## config.mk

```make
export PLATFORM = sky130hd
export DESIGN_NAME = ddr_ring_dma
export DESIGN_NICKNAME = d
export VERILOG_FILES = /design/src/rtl/ddr_ring_dma.sv
export SDC_FILE = /design/constraint.sdc
export NUM_CORES = 1
export LEC_CHECK = 0
export CAP_MARGIN = 20
export CORE_MARGIN = 3
export CORE_UTILIZATION = 39
export DETAILED_ROUTE_END_ITERATION = 16
export GPL_ROUTABILITY_DRIVEN = 0
export PLACE_DENSITY = 0.92
export RECOVER_POWER = 50
export SYNTH_ARGS = -nofsm -noshare
export SYNTH_HDL_FRONTEND = slang
export SYNTH_SLANG_ARGS = --single-unit
```

## constraint.sdc

```tcl
create_clock -name clk -period 4 [get_ports clk]
set_clock_uncertainty 0.1 [all_clocks]
set_input_delay 0.8 -clock clk [delete_from_list [all_inputs] [get_ports clk]]
set_output_delay 0.8 -clock clk [all_outputs]
set_load 0.03 [all_outputs]
```

## src/rtl/ddr_ring_dma.sv

```systemverilog
// DMA engine using a DDR2 region as a ring FIFO between the host pipe-in and pipe-out buffers.
// Optional RING_DMA_STATS_EN builds 32-bit saturating write/read burst counters.
module ddr_ring_dma #(
  parameter int DATA_W     = 32,
  parameter int BURST_LEN  = 32,
  parameter int ADDR_W     = 30,
  parameter int BASE_ADDR  = 0,
  parameter int RING_WORDS = 1024,
  parameter int CNT_W      = 10,
  parameter int OB_DEPTH   = 1023
) (
  input  logic                                clk,
  input  logic                                reset,
  input  logic                                calib_done,
  input  logic                                writes_en,
  input  logic                                reads_en,
  output logic                                ib_re,
  input  logic [DATA_W-1:0]                   ib_data,
  input  logic                                ib_valid,
  input  logic [CNT_W-1:0]                    ib_count,
  output logic                                ob_we,
  output logic [DATA_W-1:0]                   ob_data,
  input  logic [CNT_W-1:0]                    ob_count,
  output logic                                cmd_en,
  output logic [2:0]                          cmd_instr,
  output logic [5:0]                          cmd_bl,
  output logic [ADDR_W-1:0]                   cmd_byte_addr,
  input  logic                                cmd_full,
  output logic                                wr_en,
  output logic [DATA_W-1:0]                   wr_data,
  output logic [DATA_W/8-1:0]                 wr_mask,
  input  logic                                wr_full,
  output logic                                rd_en,
  input  logic [DATA_W-1:0]                   rd_data,
  input  logic                                rd_empty,
  output logic [$clog2(RING_WORDS+1)-1:0]     occupancy,
  output logic [31:0]                         wr_bursts,
  output logic [31:0]                         rd_bursts
);

  localparam int OCC_W = $clog2(RING_WORDS+1);
  localparam int PTR_W = (RING_WORDS > 1) ? $clog2(RING_WORDS) : 1;

  localparam logic [2:0] S_IDLE     = 3'd0;
  localparam logic [2:0] S_WR_FILL  = 3'd1;
  localparam logic [2:0] S_WR_CMD   = 3'd2;
  localparam logic [2:0] S_RD_CMD   = 3'd3;
  localparam logic [2:0] S_RD_DRAIN = 3'd4;

  logic [2:0]       state;
  logic [6:0]       cnt_req;
  logic [6:0]       cnt_done;
  logic [PTR_W-1:0] wr_ptr, rd_ptr, wr_ptr_nxt, rd_ptr_nxt;
  logic [ADDR_W-1:0] wr_addr, rd_addr;
  logic [OCC_W-1:0] occ;
  logic             last_wr;
  logic             w_ok, r_ok, grant_wr, grant_rd;

  assign occupancy = occ;
  assign wr_mask   = '0;

  always_comb begin
    w_ok = calib_done && writes_en && (ib_count >= CNT_W'(BURST_LEN))
           && (occ <= OCC_W'(RING_WORDS - BURST_LEN));
    r_ok = calib_done && reads_en && (occ >= OCC_W'(BURST_LEN))
           && (ob_count <= CNT_W'(OB_DEPTH - BURST_LEN - 1));
    // On a tie, serve the direction that did not win last time
    grant_wr = w_ok && (!r_ok || !last_wr);
    grant_rd = r_ok && !grant_wr;
  end

  always_comb begin
    wr_ptr_nxt = (wr_ptr == PTR_W'(RING_WORDS - BURST_LEN)) ? '0 : wr_ptr + PTR_W'(BURST_LEN);
    rd_ptr_nxt = (rd_ptr == PTR_W'(RING_WORDS - BURST_LEN)) ? '0 : rd_ptr + PTR_W'(BURST_LEN);
    wr_addr    = ADDR_W'(BASE_ADDR) + ADDR_W'(wr_ptr) * ADDR_W'(DATA_W/8);
    rd_addr    = ADDR_W'(BASE_ADDR) + ADDR_W'(rd_ptr) * ADDR_W'(DATA_W/8);
  end

  // Strobes decode directly from the registered state so the grant-to-strobe latency is one cycle
  always_comb begin
    ib_re         = (state == S_WR_FILL) && (cnt_req < 7'(BURST_LEN)) && !wr_full;
    wr_en         = (state == S_WR_FILL) && ib_valid;
    wr_data       = wr_en ? ib_data : '0;
    cmd_en        = ((state == S_WR_CMD) || (state == S_RD_CMD)) && !cmd_full;
    cmd_instr     = (state == S_RD_CMD) ? 3'b001 : 3'b000;
    cmd_bl        = ((state == S_WR_CMD) || (state == S_RD_CMD)) ? 6'(BURST_LEN - 1) : '0;
    cmd_byte_addr = (state == S_WR_CMD) ? wr_addr : (state == S_RD_CMD) ? rd_addr : '0;
    rd_en         = (state == S_RD_DRAIN) && !rd_empty;
  end

  always_ff @(posedge clk) begin
    if (reset) begin
      state    <= S_IDLE;
      cnt_req  <= '0;
      cnt_done <= '0;
      wr_ptr   <= '0;
      rd_ptr   <= '0;
      occ      <= '0;
      last_wr  <= 1'b0;
      ob_we    <= 1'b0;
      ob_data  <= '0;
    end else begin
      ob_we <= rd_en;
      if (rd_en) ob_data <= rd_data;
      case (state)
        S_IDLE: begin
          cnt_req  <= '0;
          cnt_done <= '0;
          if (grant_wr) begin
            state   <= S_WR_FILL;
            last_wr <= 1'b1;
          end else if (grant_rd) begin
            state   <= S_RD_CMD;
            last_wr <= 1'b0;
          end
        end
        S_WR_FILL: begin
          if (ib_re) cnt_req <= cnt_req + 7'd1;
          if (wr_en) begin
            if (cnt_done == 7'(BURST_LEN - 1)) state <= S_WR_CMD;
            else cnt_done <= cnt_done + 7'd1;
          end
        end
        S_WR_CMD: begin
          if (cmd_en) begin
            wr_ptr <= wr_ptr_nxt;
            occ    <= occ + OCC_W'(BURST_LEN);
            state  <= S_IDLE;
          end
        end
        S_RD_CMD: begin
          if (cmd_en) begin
            rd_ptr   <= rd_ptr_nxt;
            occ      <= occ - OCC_W'(BURST_LEN);
            cnt_done <= '0;
            state    <= S_RD_DRAIN;
          end
        end
        S_RD_DRAIN: begin
          if (rd_en) begin
            if (cnt_done == 7'(BURST_LEN - 1)) state <= S_IDLE;
            else cnt_done <= cnt_done + 7'd1;
          end
        end
        default: state <= S_IDLE;
      endcase
    end
  end

`ifdef RING_DMA_STATS_EN
  always_ff @(posedge clk) begin
    if (reset) begin
      wr_bursts <= '0;
      rd_bursts <= '0;
    end else begin
      if (cmd_en && (state == S_WR_CMD) && (wr_bursts != '1)) wr_bursts <= wr_bursts + 32'd1;
      if (cmd_en && (state == S_RD_CMD) && (rd_bursts != '1)) rd_bursts <= rd_bursts + 32'd1;
    end
  end
`else
  assign wr_bursts = '0;
  assign rd_bursts = '0;
`endif

endmodule

```

==> impl_metrics.json, run 1 <==
{
  "synth_area_sq_mm": 0.00412,
  "cts_inserted_buffers": 9,
  "status": "completed",
  "grt_pass1_vias": 3386,
  "clockRootBuffer": "clkbuf_8",
  "vdd_drop_max_mv": 0.181,
  "gr-total-overflow": 0,
  "vias": 3805,
  "cap_violations": 0,
  "met3_usage_pct": 6.93,
  "n_antenna_cell": 0,
  "worstSkewPairLatency_ns": 0.33,
  "setup_viol": 0,
  "syn_area_per_cell_sq_um": 7.86,
  "p_leak_uw": 0.00241,
  "grt.total_usage_pct": 17.5,
  "tritoncts": "yes",
  "antenna_left": 0,
  "relSlewSlack_pct": 7.50,
  "ys_warn_count": 0,
  "initial_core_util_pct": 41.2,
  "cts.sink_count": 67,
  "crit_arrival_ns": 2.82,
  "path_clk_slew_ns": 0.07,
  "syn_to_final_growth_pct": 38.4,
  "ys_seq_area_share_pct": 32.6,
  "r2r-end": "ob_data[19]",
  "htreeDepth": 3,
  "max_freq_mhz": 269,
  "hp-class": "reg -> reg",
  "drc_errors": 0,
  "multi_input_area_sq_mm": 0.00217,
  "finalSetupTns_ns": 0,
  "fin_crit_sh_pct": 93.0,
  "yosys.area_share.simple_pct": 25.4,
  "die_h_microns": 109,
  "fp.coreArea_sq_mm": 0.0100,
  "dp_hpwl_microns": 8480,
  "regArea_sq_mm": 0.00134,
  "antenna_found_initial": 0,
  "finalWirelength_microns": 11100,
  "r2r_start": "state[1]",
  "rsz0062_at_grt": "false",
  "port_buffers": 173,
  "setup.reg_to_reg.worst_slack_ns": 1.37,
  "grt_pass1_wl_microns": 16600,
  "crit_fanout": 2,
  "required_ns": 3.10,
  "rows": 36,
  "synth_edf_count": 0,
  "grt.met1_usage_pct": 19.9,
  "ys_types": 55,
  "synth_compound_area_share_pct": 11.5,
  "top_usage_layer": "met2",
  "final_nets": 785,
  "fill_cells": 907,
  "die_x_microns": 109,
  "cp-end-kind": "primary output",
  "powerDensity_mw_per_mm2": 323,
  "grt_max_degree": 35,
  "dieArea_sq_mm": 0.0118,
  "io_pins": 280,
  "hold_viol": 0,
  "min_period_ns": 3.72,
  "first_pass_iters": 4,
  "synth_top_family_by_area": "simple AND/OR/NAND/NOR gates",
  "holdWs_ns": 0.350,
  "cp-start-kind": "primary input",
  "synthCells": 524,
  "final-max-slew-violation-count": 0,
  "synth_xor_area_share_pct": 3.19,
  "ys_ff_latch": 67,
  "worstMarginPinSlew_ns": 1.39,
  "crit_start": "wr_full",
  "post_route_cells_drive_above_1_share_pct": 4.64,
  "cp-endpoint": "ib_re",
  "ys_async_sr_fraction_pct": 0,
  "wl_per_cell_microns": 13.5,
  "met2_usage_pct": 29.9,
  "cts_resized": 0,
  "post-cts-setup-buffers": 0,
  "path_class": "in -> out",
  "dominantRegCellSynth": "dfxtp_1",
  "via_per_inst": 4.62,
  "clockBufferDepth": 2,
  "drt_iter0_markers": 157,
  "r2r_cells": 5,
  "synth_fa_ha_area_share_pct": 2.13,
  "synthMuxAreaShare_pct": 1.70,
  "ctsHoldBuffers": 0
}
==> worst max-delay path, cell delays in order <==
cell	delay (ns)
dlygate4sd3_1	0.55
or3_1	0.33
nor4_1	0.36
clkdlybuf4s50_1	0.78
==> cells in the final DEF (no fill, tap or decap), types with 6 or more instances in the layout <==
cell type / netlist / final
nand3_1: 16 / 16
conb_1: 1 / 101
buf_4: 105 / 7
nand2b_1: 6 / 6
clkbuf_8: 1 / 11
dfxtp_1: 67 / 67
nor3_1: 4 / 6
o21ai_0: 9 / 9
dlygate4sd3_1: 0 / 35
inv_1: 9 / 9
xnor2_1: 8 / 8
mux2i_1: 7 / 7
a21oi_1: 46 / 46
clkdlybuf4s50_1: 0 / 137
and3_1: 35 / 35
ha_1: 7 / 7
xor2_1: 7 / 7
nand2_1: 76 / 76
nor2_1: 33 / 34
==> final cells by class <==
cell class              instances  area share, %
clock buffers                  12           2.72
well taps                     133           2.92
inverters                      11          0.724
clock inverters                 4          0.855
multi-input cells             415           38.0
flip-flops and latches         67           23.5
repair buffers                181           31.3
==> layer usage <==
layer	vias up	wire, microns
met5	-	0
li1	1884	-
met1	1715	4340
met3	12	1230
met4	0	144
met2	194	5430
==> synth_stat cells, types with 8 or more instances <==
library cell  instances  area share [%]
o21ai_0               9             1.1
buf_4               105              19
a21oi_1              46             5.6
inv_1                 9            0.82
nor2_1               33             3.0
nand2_1              76             6.9
clkbuf_1             17             1.5
nand3_1              16             1.9
dfxtp_1              67              33
xnor2_1               8             1.7
and3_1               35             5.3
==> logic make-up (layout without fill, tap and decap cells) <==
kind of cell / Yosys count / in the layout
AND/OR/NAND/NOR: 208 / 208
buffers and inverters: 142 / 208
AO/OA/AOI/OAI: 77 / 77
flip-flops: 67 / 67
XOR/XNOR: 15 / 15
adder cells (fa/ha/maj): 7 / 7
multiplexers: 7 / 7
other: 1 / 101
==> power breakdown <==
group	internal, uW	leakage (uW)	switching (uW)
clock network	322	0.000106	253
logic	207	0.00176	360
registers	680	0.000540	22.0
==> per-stage QoR <==
stage	setup slack [ns]	cell area, sq um	util, %	total power (uW)	cells
3_5_place_dp	0.405	5530	55.3	1290	807
3_3_place_gp	0.409	5530	55.3	1280	807
4_1_cts	0.396	5730	57.3	1870	823
2_1_floorplan	0.985	4500	-	1170	624
6_report	0.281	5700	57.0	1840	823
5_1_grt	0.237	5700	57.0	1940	823
==> how the worst min path moves through the flow <==
stage / startpoint / cells past startpoint / slack (ns) / endpoint
3_3_place_gp: ob_data[15] / 2 / 0.34 / ob_data[15]
4_1_cts: ob_data[6] / 2 / 0.36 / ob_data[6]
3_5_place_dp: ob_data[23] / 2 / 0.35 / ob_data[23]
2_1_floorplan: cnt_req[6] / 2 / 0.33 / cnt_req[6]
5_1_grt: ob_data[30] / 2 / 0.37 / ob_data[30]
6_report: ob_data[1] / 2 / 0.35 / ob_data[1]
==> registers in the layout, summed over array words and instances, names as in the netlist <==
signal     count
state          3
last_wr        1
rd_ptr         5
occupancy      6
wr_ptr         5
ob_data       32
cnt_done       7
cnt_req        7
ob_we          1
Power figures use the tool's default switching activity.
==> run 2: changes to the inputs <==
==> constraint.sdc (replaced) <==
create_clock -name clk -period 4.5 [get_ports clk]
set_clock_uncertainty 0.1 [all_clocks]
set_input_delay 0.9 -clock clk [delete_from_list [all_inputs] [get_ports clk]]
set_output_delay 0.9 -clock clk [all_outputs]
set_load 0.1 [all_outputs]
==> run 2 against run 1 <==
Sequential cell count did not move. Non-clock buffer count decreased by 4. Wire length increased by 0.87%. Setup slack improved by 0.63 ns. Critical path type unchanged. Critical endpoint is now wr_data[9]. Highest routed layer unchanged.
==> impl_metrics.json, run 2 (same netlist as run 1, synthesis figures left out) <==
{
  "status": "completed",
  "dieArea_sq_mm": 0.0118,
  "drt_iter0_markers": 130,
  "htreeDepth": 3,
  "crit_chain": "dlygate4sd3_1 -> and3_1 -> buf_4",
  "post_route_cells_drive_above_1_share_pct": 10.9,
  "final-max-slew-violation-count": 0,
  "vdd_drop_max_mv": 0.282,
  "most-common-layout-cells": "conb_1, clkdlybuf4s50_1, nand2_1",
  "multi_input_area_sq_mm": 0.00217,
  "largest_reg_flops": 32,
  "post-cts-setup-buffers": 0,
  "finalWirelength_microns": 11200,
  "required_ns": 3.50,
  "crit_slowest_cell": "dlygate4sd3_1",
  "crit_start": "ib_valid",
  "initial_core_util_pct": 41.2,
  "vias": 3830,
  "regMostFlops": "ob_data",
  "path_clk_slew_ns": 0.08,
  "layout.cells.non_filler": 819,
  "rows": 36,
  "cp_num_buf_inv": 2,
  "hold_viol": 0,
  "fill_cells": 899,
  "tritoncts": "yes",
  "ctsHoldBuffers": 0,
  "max_freq_mhz": 279,
  "rsz0062_at_grt": "false",
  "p_leak_uw": 0.00245,
  "crit_fanout": 34,
  "antenna_found_initial": 0,
  "cts.sink_count": 67,
  "dp_hpwl_microns": 8790,
  "path_class": "in -> out",
  "final_nets": 781,
  "power.total_uw": 2040,
  "worstSkewPairLatency_ns": 0.33,
  "critPathMaxStageDelay_ns": 1.07,
  "first_pass_iters": 5,
  "powerDensity_mw_per_mm2": 364,
  "fp.coreArea_sq_mm": 0.0100,
  "cts_resized": 0,
  "min_period_ns": 3.59,
  "port_buffers": 173,
  "n_antenna_cell": 0,
  "clockRootBuffer": "clkbuf_8",
  "via_per_inst": 4.68,
  "hp-class": "reg -> reg",
  "hold_start": "ob_data[17]",
  "io_pins": 280,
  "antenna_left": 0,
  "grt_pass1_vias": 3466,
  "die_x_microns": 109,
  "finalSetupTns_ns": 0,
  "clockBufferDepth": 2,
  "drc_errors": 0,
  "die_h_microns": 109,
  "cp-end-kind": "primary output",
  "setup_viol": 0,
  "fin_crit_sh_pct": 79.8,
  "grt_max_degree": 35,
  "top_regs": "ob_data: 32 flops, cnt_done: 7 flops, cnt_req: 7 flops",
  "r2r_start": "state[0]",
  "cp-start-kind": "primary input",
  "grt.total_usage_pct": 17.7,
  "worstMarginPinSlew_ns": 1.40,
  "regArea_sq_mm": 0.00134,
  "critPathTopFamily": "buffers and inverters",
  "gr-total-overflow": 0,
  "relSlewSlack_pct": 6.66,
  "postPlaceCellArea_sq_mm": 0.00543,
  "crit_arrival_ns": 2.59,
  "cts_inserted_buffers": 9,
  "cap_violations": 0,
  "wl_per_cell_microns": 13.7,
  "placed_cells": 803,
  "syn_to_final_growth_pct": 35.8,
  "design_area_sq_mm": 0.00560,
  "grt_pass1_wl_microns": 16700
}
run 2: stage by stage:
| step | setup WS [ns] | hold WS (ns) | util [%] |
|---|---|---|---|
| CTS | 0.875 | 0.356 | 56.3 |
| finish | 0.910 | 0.352 | 56.0 |
| global route | 0.809 | 0.367 | 56.0 |
| floorplan | 0.570 | 0.331 | - |
| detailed placement | 0.938 | 0.346 | 54.3 |
| global placement | 0.987 | 0.340 | 54.3 |
run 2: cell type report:
| class | instances | share of cell area (%) |
|---|---|---|
| multi-input cells | 415 | 38.7 |
| repair buffers | 177 | 30.1 |
| flip-flops and latches | 67 | 24.0 |
| well taps | 133 | 2.97 |
| clock buffers | 12 | 2.59 |
| clock inverters | 4 | 0.872 |
| inverters | 11 | 0.738 |
run 2: final timing paths:
kind	to	slack, ns	depth (start not counted)
setup / recovery	wr_data[9]	0.91	3
hold / removal	ob_data[17]	0.35	2
setup reg to reg	rd_ptr[9]	1.50	5
hold reg to reg	ob_data[17]	0.35	2
run 2: report_power, final:
group | switching (uW) | internal [uW] | total [uW]
logic | 728 | 169 | 897
registers | 28.9 | 604 | 633
clock network | 236 | 272 | 508
run 2: per-layer routing:
layer	up-vias	track usage, %	part of all wire (%)
met5	-	0	0
met4	0	5.68	1.3
met3	12	6.81	12
met2	190	32.0	51
met1	1745	18.8	36
li1	1883	-	-
run 2: tightest hold or removal path: stages, from the launching register on:
cell and delay [ns]:
dfxtp_1 0.31, nand2_1 0.05, a21oi_1 0.05
